<file path="config.mk">
export PLATFORM = sky130hd
export DESIGN_NAME = led_recv
export DESIGN_NICKNAME = d
export VERILOG_FILES = /design/src/rtl/led_pkg.sv /design/src/rtl/led_rx_sync_edge.sv /design/src/rtl/led_recv.sv
export SDC_FILE = /design/constraint.sdc
export NUM_CORES = 1
export LEC_CHECK = 0
export ABC_AREA = 1
export CAP_MARGIN = 20
export CORE_MARGIN = 2
export CORE_UTILIZATION = 40
export DETAILED_ROUTE_END_ITERATION = 8
export HOLD_SLACK_MARGIN = 0.12
export PLACE_DENSITY = 0.75
export SETUP_SLACK_MARGIN = 0.3
export SYNTH_ARGS = -nofsm -noshare
export SYNTH_HDL_FRONTEND = slang
export SYNTH_SLANG_ARGS = --single-unit
</file>
<file path="constraint.sdc">
create_clock -name clk -period 1.57 [get_ports clk]
set_input_delay 0.314 -clock clk [delete_from_list [all_inputs] [get_ports clk]]
set_output_delay 0.314 -clock clk [all_outputs]
set_load 0.1 [all_outputs]
</file>
<file path="src/rtl/led_pkg.sv">
// Shared frame constants, widths and state/error encodings for the LED strip receiver.
package led_pkg;

    localparam int unsigned FRAME_W    = 32;
    localparam int unsigned PIX_W      = 24;
    localparam int unsigned BRIGHT_W   = 5;
    localparam int unsigned LED_CNT_W  = 11;
    localparam int unsigned ZERO_CNT_W = 6;
    localparam int unsigned BIT_CNT_W  = 5;

    localparam logic [FRAME_W-1:0] START_FRAME = 32'h0000_0000;
    localparam logic [FRAME_W-1:0] END_FRAME   = 32'hFFFF_FFFF;
    localparam logic [2:0]         LED_HDR     = 3'b111;

    typedef enum logic [1:0] {
        HUNT  = 2'd0,
        ALIGN = 2'd1,
        DATA  = 2'd2
    } rx_state_t;

    typedef enum logic [1:0] {
        BAD_HDR  = 2'd0,
        NO_END   = 2'd1,
        TIMEOUT  = 2'd2,
        OVERFLOW = 2'd3
    } rx_err_t;

    function automatic logic is_led_hdr(input logic [FRAME_W-1:0] frame);
        return frame[31:29] == LED_HDR;
    endfunction

endpackage

</file>
<file path="src/rtl/led_rx_sync_edge.sv">
// Brings cki/sdi into the clk domain and produces a registered cki rising-edge strobe
// with the sdi sample that belongs to it.
module led_rx_sync_edge (
    input  logic clk,
    input  logic rstn,
    input  logic i_cki,
    input  logic i_sdi,
    output logic o_cki_rise,
    output logic o_sdi
);

    logic r_cki_m;
    logic r_cki_s;
    logic r_cki_q;
    logic r_sdi_m;
    logic r_sdi_s;
    logic r_rise;
    logic r_sdi_d;

    // sdi is stable across the cki high phase, so the delayed sample lines up with r_rise
    always_ff @(posedge clk or negedge rstn) begin
        if (!rstn) begin
            r_cki_m <= 1'b0;
            r_cki_s <= 1'b0;
            r_cki_q <= 1'b0;
            r_sdi_m <= 1'b0;
            r_sdi_s <= 1'b0;
            r_rise  <= 1'b0;
            r_sdi_d <= 1'b0;
        end else begin
            r_cki_m <= i_cki;
            r_cki_s <= r_cki_m;
            r_cki_q <= r_cki_s;
            r_sdi_m <= i_sdi;
            r_sdi_s <= r_sdi_m;
            r_rise  <= r_cki_s & ~r_cki_q;
            r_sdi_d <= r_sdi_s;
        end
    end

    assign o_cki_rise = r_rise;
    assign o_sdi      = r_sdi_d;

endmodule

</file>
<file path="src/rtl/led_recv.sv">
// LED strip link receiver: aligns on the 32-bit zero start frame, decodes LED frames
// into FIFO writes and checks the trailing all-ones end frame.
module led_recv
    import led_pkg::*;
#(
    parameter int unsigned LED_NUM     = 4,
    parameter int unsigned TIMEOUT_CNT = 64
) (
    input  logic                 clk,
    input  logic                 rstn,
    input  logic                 i_cki,
    input  logic                 i_sdi,
    input  logic                 i_fifo_full,
    output logic                 o_wr,
    output logic [PIX_W-1:0]     o_wr_data,
    output logic [BRIGHT_W-1:0]  o_wr_bright,
    output logic                 o_frame_done,
    output logic [LED_CNT_W-1:0] o_led_cnt,
    output logic                 o_err,
    output logic [1:0]           o_err_code,
    output logic                 o_busy
);

    localparam int unsigned IDLE_W = $clog2(TIMEOUT_CNT + 1);

    logic w_rise;
    logic w_sdi;

    led_rx_sync_edge u_sync (
        .clk        (clk),
        .rstn       (rstn),
        .i_cki      (i_cki),
        .i_sdi      (i_sdi),
        .o_cki_rise (w_rise),
        .o_sdi      (w_sdi)
    );

    rx_state_t             r_state;
    logic [FRAME_W-1:0]    r_shift;
    logic [ZERO_CNT_W-1:0] r_zero_cnt;
    logic [BIT_CNT_W-1:0]  r_bit_cnt;
    logic [LED_CNT_W-1:0]  r_led_cnt;
    logic [IDLE_W-1:0]     r_idle_cnt;
    logic                  r_wr;
    logic [PIX_W-1:0]      r_wr_data;
    logic [BRIGHT_W-1:0]   r_wr_bright;
    logic                  r_frame_done;
    logic                  r_err;
    rx_err_t               r_err_code;
    logic                  r_busy;

    rx_state_t             w_state_n;
    logic [FRAME_W-1:0]    w_shift_n;
    logic [ZERO_CNT_W-1:0] w_zero_cnt_n;
    logic [BIT_CNT_W-1:0]  w_bit_cnt_n;
    logic [LED_CNT_W-1:0]  w_led_cnt_n;
    logic [IDLE_W-1:0]     w_idle_cnt_n;
    logic                  w_wr_n;
    logic [PIX_W-1:0]      w_wr_data_n;
    logic [BRIGHT_W-1:0]   w_wr_bright_n;
    logic                  w_frame_done_n;
    logic                  w_err_n;
    rx_err_t               w_err_code_n;

    logic [FRAME_W-1:0]    w_frame;
    logic                  w_timeout;

    assign w_frame   = {r_shift[FRAME_W-2:0], w_sdi};
    // A rise in the same cycle always beats the timeout
    assign w_timeout = !w_rise && (r_state != HUNT) &&
                       (r_idle_cnt == IDLE_W'(TIMEOUT_CNT - 1));

    always_ff @(posedge clk or negedge rstn) begin
        if (!rstn) begin
            r_state      <= HUNT;
            r_shift      <= '0;
            r_zero_cnt   <= '0;
            r_bit_cnt    <= '0;
            r_led_cnt    <= '0;
            r_idle_cnt   <= '0;
            r_wr         <= 1'b0;
            r_wr_data    <= '0;
            r_wr_bright  <= '0;
            r_frame_done <= 1'b0;
            r_err        <= 1'b0;
            r_err_code   <= BAD_HDR;
            r_busy       <= 1'b0;
        end else begin
            r_state      <= w_state_n;
            r_shift      <= w_shift_n;
            r_zero_cnt   <= w_zero_cnt_n;
            r_bit_cnt    <= w_bit_cnt_n;
            r_led_cnt    <= w_led_cnt_n;
            r_idle_cnt   <= w_idle_cnt_n;
            r_wr         <= w_wr_n;
            r_wr_data    <= w_wr_data_n;
            r_wr_bright  <= w_wr_bright_n;
            r_frame_done <= w_frame_done_n;
            r_err        <= w_err_n;
            r_err_code   <= w_err_code_n;
            r_busy       <= (w_state_n != HUNT);
        end
    end

    always_comb begin
        w_state_n      = r_state;
        w_shift_n      = r_shift;
        w_zero_cnt_n   = r_zero_cnt;
        w_bit_cnt_n    = r_bit_cnt;
        w_led_cnt_n    = r_led_cnt;
        w_idle_cnt_n   = r_idle_cnt;
        w_wr_n         = 1'b0;
        w_wr_data_n    = r_wr_data;
        w_wr_bright_n  = r_wr_bright;
        w_frame_done_n = 1'b0;
        w_err_n        = 1'b0;
        w_err_code_n   = r_err_code;

        if (w_rise) begin
            w_shift_n = w_frame;
        end

        if (r_state == HUNT || w_rise) begin
            w_idle_cnt_n = '0;
        end else begin
            w_idle_cnt_n = r_idle_cnt + IDLE_W'(1);
        end

        case (r_state)
            HUNT: begin
                if (w_rise) begin
                    if (w_sdi == START_FRAME[0]) begin
                        if (r_zero_cnt == ZERO_CNT_W'(FRAME_W - 1)) begin
                            w_zero_cnt_n = ZERO_CNT_W'(FRAME_W);
                            w_state_n    = ALIGN;
                        end else begin
                            w_zero_cnt_n = r_zero_cnt + ZERO_CNT_W'(1);
                        end
                    end else begin
                        w_zero_cnt_n = '0;
                    end
                end
            end
            ALIGN: begin
                // Extra zeros are start padding; the first one is bit 31 of LED frame 0
                if (w_rise && w_sdi) begin
                    w_bit_cnt_n = BIT_CNT_W'(1);
                    w_led_cnt_n = '0;
                    w_state_n   = DATA;
                end else if (w_timeout) begin
                    w_state_n = HUNT;
                end
            end
            DATA: begin
                if (w_rise) begin
                    if (r_bit_cnt == BIT_CNT_W'(FRAME_W - 1)) begin
                        w_bit_cnt_n = '0;
                        if (r_led_cnt < LED_CNT_W'(LED_NUM)) begin
                            if (is_led_hdr(w_frame)) begin
                                w_led_cnt_n = r_led_cnt + LED_CNT_W'(1);
                                if (!i_fifo_full) begin
                                    w_wr_n        = 1'b1;
                                    w_wr_data_n   = w_frame[PIX_W-1:0];
                                    w_wr_bright_n = w_frame[28:24];
                                end else begin
                                    w_err_n      = 1'b1;
                                    w_err_code_n = OVERFLOW;
                                end
                            end else begin
                                w_err_n      = 1'b1;
                                w_err_code_n = BAD_HDR;
                                w_state_n    = HUNT;
                            end
                        end else if (w_frame == END_FRAME) begin
                            w_frame_done_n = 1'b1;
                            w_state_n      = HUNT;
                        end else begin
                            w_err_n      = 1'b1;
                            w_err_code_n = NO_END;
                            w_state_n    = HUNT;
                        end
                    end else begin
                        w_bit_cnt_n = r_bit_cnt + BIT_CNT_W'(1);
                    end
                end else if (w_timeout) begin
                    w_err_n      = 1'b1;
                    w_err_code_n = TIMEOUT;
                    w_state_n    = HUNT;
                end
            end
            default: begin
                w_state_n = HUNT;
            end
        endcase

        // Re-sync always needs a fresh run of 32 zeros
        if (w_state_n == HUNT && r_state != HUNT) begin
            w_zero_cnt_n = '0;
            w_bit_cnt_n  = '0;
        end
    end

    assign o_wr         = r_wr;
    assign o_wr_data    = r_wr_data;
    assign o_wr_bright  = r_wr_bright;
    assign o_frame_done = r_frame_done;
    assign o_led_cnt    = r_led_cnt;
    assign o_err        = r_err;
    assign o_err_code   = r_err_code;
    assign o_busy       = r_busy;

endmodule

</file>
==> results_dict.tcl, run 1 <==
set metrics [dict create \
    die_h_um 108 \
    worst_slew_pin_slew_ns 0.571 \
    period_share_pct 109 \
    outcome "finished with violations" \
    drt_iter0_markers 270 \
    drive_gt1_share_pct 37.9 \
    clk_pin_slew_ns 0.10 \
    core_mm2 0.0104 \
    finalClockSkew_ns 0.0127 \
    yosysSeqAreaShare_pct 60.1 \
    relSlewSlack_pct 62.0 \
    critPathMaxFanout 3 \
    power_leakage_nw 2.96 \
    worstSetupEndpointType "register" \
    slowest_stage "dfrtp_4" \
    cts_root_buffer "clkbuf_8" \
    critPathMostFrequentCell "nand2_1" \
    path_cells "nor2_4 -> nand2_2 -> nor2_4 -> buf_4 -> nand2_1 -> nand3_1 -> nand2_1 -> nand2_1 -> nand2_2 -> nand2_1 -> nand2_1" \
    syn_area_per_cell_um2 8.91 \
    synth_warnings 0 \
    crit_required_ns 1.85 \
    start_util_pct 41.6 \
    synth_nets 496 \
    num_rows 37 \
    h-tree-depth 3 \
    cts_tree "yes" \
    synth_area_leaders "dfrtp_1 (60%), nand2_1 (11%), inv_1 (5.3%), o21ai_0 (4.5%), nor2_1 (3.6%)" \
    reg2reg_setup_slack_ns -0.14 \
    fp.dieW_um 108 \
    die-area_mm2 0.0117 \
    fin_crit_ns 1.71 \
    tns_ns -4.71 \
    numCtsBuffers 9 \
    yosysTopAreaCellShare_pct 60.1 \
    nets 610 \
    drtPass1Iterations 5 \
    wl_mm 10.8 \
    hold_class "input port to asynchronous set/reset pin" \
    timing.final.hold_violations 0 \
    cts_sinks 104 \
    finalMaxSlewViolations 0 \
    ios 51 \
    hpwl_mm 6.59 \
    grt_usage_pct 18.3 \
    grt_remaining_overflow 0 \
    port_buffers 50 \
    area_growth_pct 52.7 \
    ant_nets 0 \
    fmax_ghz 0.586 \
    rsz0062_at_grt "yes" \
    ys_types 28 \
    wl_per_cell_um 14.6 \
    setup_viol 57 \
    cpPeakStageDelay_ns 0.51 \
    start_kind "register" \
    grt_start_max_net_pins 103 \
    powerDensity_mw_per_mm2 716 \
    irDropWorstVdd_mv 0.421 \
    cts.path.max_buffers 2 \
    maxCapViolCount 0 \
    drc 0 \
    hold_ws_ns 0.256 \
    failed_checks "setup timing" \
    grt_pass1_wl_mm 16.6 \
    setup_ws_ns -0.135 \
    num_antenna_cells 0 \
    insertion_delay_ns 0.38 \
    ys_ff_latch 104 \
    syn_area_mm2 0.00433 \
    syn_inst 486 \
    final_util_pct 63.5 \
    grt_pass1_vias 3533 \
    routed_via_density 5.03 \
    worstPathArrival_ns 1.98 \
    synth_area_leader_cell "dfrtp_1" \
    path_class "register to register" \
    antenna_found_initial 0 \
    gp_congestion 0.773 \
    route.vias.total 3726 \
]
## report_power, final
part	leakage (nW)	switching [mW]	internal [mW]	total, mW
registers	1.40	0.0792	2.78	2.86
clock network	0.0929	0.965	0.650	1.61
logic	1.47	0.179	0.0846	0.264
total	2.96	1.22	3.51	4.73
## cells by family after synthesis
logic type,share of synthesized area [%]
flops,60.1
fa+ha+maj,1.44
simple gates,21.4
buf+inv,7.25
compound gates,9.39
xor+xnor,0.404
## layout by cell type (no fill, tap or decap), types with 4 or more instances in the layout
master      n
clkbuf_8   10
dfrtp_2     9
o21ai_2     5
nand2_1   102
nand4_1     4
buf_4      43
dfrtp_4     5
nand2_4    10
inv_1      53
inv_2      12
a21oi_1     7
o21ai_1    29
o21ai_0    36
nand3_2    11
nand3_4     4
nor2_4      8
nor2_2     14
nor2_1     23
nand2_2    12
buf_12     49
nand3_1    18
dfrtp_1    90
buf_6      19
## final timing paths
check / from / depth (start not counted) / endpoint
worst min register to register: u_sync.r_cki_m$_DFF_PN0_ / 0 / u_sync.r_cki_s$_DFF_PN0_
worst min-delay path: rstn / 2 / o_led_cnt[2]$_DFFE_PN0P_
min in group clk: u_sync.r_cki_m$_DFF_PN0_ / 0 / u_sync.r_cki_s$_DFF_PN0_
worst max-delay path: o_led_cnt[7]$_DFFE_PN0P_ / 11 / o_err_code[1]$_DFFE_PN0P_
max in group asynchronous: rstn / 3 / o_led_cnt[4]$_DFFE_PN0P_
worst max register to register: o_led_cnt[7]$_DFFE_PN0P_ / 11 / o_err_code[1]$_DFFE_PN0P_
## cell usage after synthesis (all sizes together)
| master | number |
|---|---|
| and3 | 2 |
| o21ai | 70 |
| xor2 | 2 |
| nand3 | 33 |
| clkbuf | 7 |
| nand2 | 124 |
| ha | 5 |
| a21oi | 9 |
| inv | 66 |
| nor2 | 45 |
| nand4 | 5 |
| dfrtp | 104 |
| nor3 | 5 |
| nor3b | 1 |
| buf | 7 |
| o31ai | 1 |
## through the flow
stage | power, mW | cells | worst slack (ns) | instance area, µm²
after global routing | 4.94 | 741 | -0.209 | 6610
after detailed placement | 3.15 | 690 | -0.186 | 5740
after global placement | 3.13 | 690 | -0.0797 | 5740
after CTS | 4.74 | 723 | -0.107 | 6220
final | 4.73 | 741 | -0.135 | 6610
after floorplan | 3.02 | 486 | -0.178 | 4410
## registers in the layout, indices dropped and copies added, names as in the netlist, 2 cells and up
| signal | flops |
|---|---|
| o_err_code | 2 |
| r_idle_cnt | 7 |
| r_zero_cnt | 6 |
| r_state | 2 |
| o_led_cnt | 11 |
| r_bit_cnt | 5 |
| o_wr_data | 24 |
| o_wr_bright | 5 |
| r_shift | 31 |
## what timing repair did
action,in CTS,in global routing
hold buffers,1,0
resized for setup,42,73
pin swaps,13,21
setup buffers,14,18
hold endpoints to repair,104,0
gates cloned,2,0
endpoints found under the setup margin,104,108
## worst max-delay path: cells and delay by family, from the launching register on
family	cells	cell delay, ns
AND/OR/NAND/NOR	10	0.95
buffers and inverters	1	0.15
flip-flops	1	0.51
## routing by layer
layer  GRT usage [%]  share of wire, %  vias to the layer above
li1                -                 -                     1768
met1            23.7                41                     1834
met2            30.5                52                       97
met3            3.80               3.9                       27
met4            6.50               2.9                        0
met5               0                 0                        -
## layout make-up
type | count | area, µm²
Fill cell | 763 | 3800
Sequential cell | 104 | 2630
Multi-Input combinational cell | 303 | 1790
Timing Repair Buffer | 116 | 1590
Inverter | 66 | 250
Tap cell | 136 | 170
Clock buffer | 11 | 141
Clock inverter | 5 | 45.0
Power figures use the tool's default switching activity.
==> run 2, diff against run 1 <==
--- a/config.mk
+++ b/config.mk
@@ -7,6 +7,7 @@
 export LEC_CHECK = 0
 export ABC_AREA = 1
 export CAP_MARGIN = 20
+export CORE_ASPECT_RATIO = 0.7
 export CORE_MARGIN = 2
 export CORE_UTILIZATION = 40
 export DETAILED_ROUTE_END_ITERATION = 8
==> constraint.sdc (replaced) <==
create_clock -name clk -period 1.4 [get_ports clk]
set_input_delay 0.28 -clock clk [delete_from_list [all_inputs] [get_ports clk]]
set_output_delay 0.28 -clock clk [all_outputs]
set_load 0.1 [all_outputs]
==> results_dict.tcl, run 2 (synthesis results as in run 1) <==
set metrics [dict create \
    drtPass1Iterations 4 \
    finalClockSkew_ns 0.00826 \
    fp.dieW_um 128 \
    gp_congestion 0.823 \
    nets 622 \
    period_share_pct 121 \
    insertion_delay_ns 0.35 \
    power_leakage_nw 3.00 \
    r2r-start "r_bit_cnt[1]$_DFFE_PN0P_" \
    path_cells "ha_2 -> nand2_2 -> nor2_4 -> ha_4 -> nand2_4 -> nor2_4 -> nand3_4 -> buf_12 -> nand2_1 -> o21ai_1" \
    start_kind "register" \
    area_growth_pct 59.5 \
    comb_power_share_pct 5.7 \
    rsz0062_at_grt "yes" \
    p_sw_share_pct 23.6 \
    timing.final.hold_violations 0 \
    hold_class "register to register" \
    outcome "finished with violations" \
    grt_usage_pct 19.2 \
    critPathMostFrequentCell "nor2_4" \
    layout_common_cells "nand2_1 (106), inv_1 (55), dfrtp_1 (55)" \
    drive_gt1_share_pct 45.5 \
    reg2reg_to "o_wr_data[1]$_DFFE_PN0P_" \
    wl_mm 10.9 \
    cts_tree "yes" \
    numCtsBuffers 9 \
    ios 51 \
    die-area_mm2 0.0117 \
    fillers 745 \
    worstSetupEndpointType "register" \
    finalMaxSlewViolations 0 \
    ant_nets 0 \
    drt_iter0_markers 185 \
    seq_power_share_pct 52.3 \
    clk_pin_slew_ns 0.07 \
    grt_start_max_net_pins 45 \
    final_util_pct 66.2 \
    hpwl_mm 6.95 \
    failed_checks "setup timing" \
    wl_per_cell_um 14.6 \
    p_int_mw 4.69 \
    critPathCapture "o_wr_data[1]$_DFFE_PN0P_" \
    hold_ws_ns 0.351 \
    relSlewSlack_pct 77.0 \
    worst_slew_pin_slew_ns 0.344 \
    critPathMaxFanout 44 \
    port_buffers 50 \
    cts_root_buffer "clkbuf_16" \
    worstRegToRegCells 10 \
    maxCapViolCount 0 \
    start_util_pct 41.5 \
    grt_remaining_overflow 0 \
    reg2reg_setup_slack_ns -0.30 \
    irDropWorstVdd_mv 0.742 \
    die_h_um 91.1 \
    slowest_stage "dfrtp_1" \
    path_class "register to register" \
    core_mm2 0.0104 \
    largest_reg_flops 31 \
    critPathLaunch "r_bit_cnt[1]$_DFFE_PN0P_" \
    routed_via_density 5.01 \
    cpPeakStageDelay_ns 0.37 \
    p_switching_mw 1.45 \
    crit_required_ns 1.63 \
    route.vias.total 3750 \
    fmax_ghz 0.588 \
    multi_input_area_mm2 0.00181 \
    cts.path.max_buffers 2 \
    setup_viol 64 \
    antenna_found_initial 0 \
    cts_sinks 104 \
    h-tree-depth 3 \
    mostFrequentLayoutCell "nand2_1" \
    worstPathArrival_ns 1.93 \
    pwr-share-clk_pct 42.1 \
    grt_pass1_vias 3897 \
    regMostFlops "r_shift" \
    num_antenna_cells 0 \
    regArea_mm2 0.00268 \
    setup_ws_ns -0.300 \
    drc 0 \
    num_rows 31 \
    fin_crit_ns 1.70 \
    powerDensity_mw_per_mm2 888 \
    grt_pass1_wl_mm 17.9 \
]
[run 2: area by class of cell]
class / instances / area share [%]
inverters: 66 / 3.62
flip-flops and latches: 104 / 38.7
repair buffers: 128 / 24.7
clock inverters: 6 / 0.960
well taps: 132 / 2.39
clock buffers: 10 / 3.46
multi-input cells: 303 / 26.2
[run 2: critical path: cells and delay by family (launching register included)]
kind | cells | cell delay, ns
AO/OA/AOI/OAI | 1 | 0.06
adder cells (fa/ha/maj) | 2 | 0.39
buffers and inverters | 1 | 0.18
flip-flops | 1 | 0.37
AND/OR/NAND/NOR | 6 | 0.56
[run 2: worst min path at each step]
stage	slack (ns)	cells past startpoint	to	startpoint
2_1_floorplan	-0.02	0	o_busy$_DFF_PN0_	rstn
3_3_place_gp	0.21	1	o_led_cnt[6]$_DFFE_PN0P_	rstn
3_5_place_dp	0.21	1	o_led_cnt[6]$_DFFE_PN0P_	rstn
4_1_cts	0.35	0	u_sync.r_cki_s$_DFF_PN0_	u_sync.r_cki_m$_DFF_PN0_
5_1_grt	0.36	0	u_sync.r_cki_s$_DFF_PN0_	u_sync.r_cki_m$_DFF_PN0_
6_report	0.35	0	u_sync.r_cki_s$_DFF_PN0_	u_sync.r_cki_m$_DFF_PN0_
[run 2: metrics by stage]
stage	power, mW	std cells	setup WS [ns]	instance area, µm²	TNS (ns)
5_1_grt	6.38	749	-0.369	6910	-17.43
2_1_floorplan	3.39	486	-0.339	4490	-13.10
4_1_cts	6.18	741	-0.248	6670	-11.09
6_report	6.13	749	-0.300	6910	-13.76
3_3_place_gp	3.54	709	-0.260	5980	-10.28
3_5_place_dp	3.57	709	-0.428	5980	-17.17
[run 2: routing by layer]
metal	wire length [µm]	global-route usage (%)	vias up
li1	-	-	1805
met1	4780	24.1	1836
met2	5470	31.8	85
met3	460	4.77	24
met4	245	7.69	0
met5	0	0	-
[run 2: power groups by stage]
stage / logic, mW / clock network, mW / registers, mW
final: 0.347 / 2.58 / 3.21
after global routing: 0.398 / 2.77 / 3.22
after CTS: 0.346 / 2.63 / 3.20
after detailed placement: 0.313 / 0 / 3.26
after global placement: 0.291 / 0 / 3.25
after floorplan: 0.149 / 0 / 3.24
[run 2: repair_timing]
item,4_1_cts,5_1_grt
endpoints found under the setup margin,129,135
resized for setup,83,51
endpoints found under the hold margin,21,0
buffers inserted,14,8
gates cloned,1,0
hold buffers,1,0
pin swaps,19,14
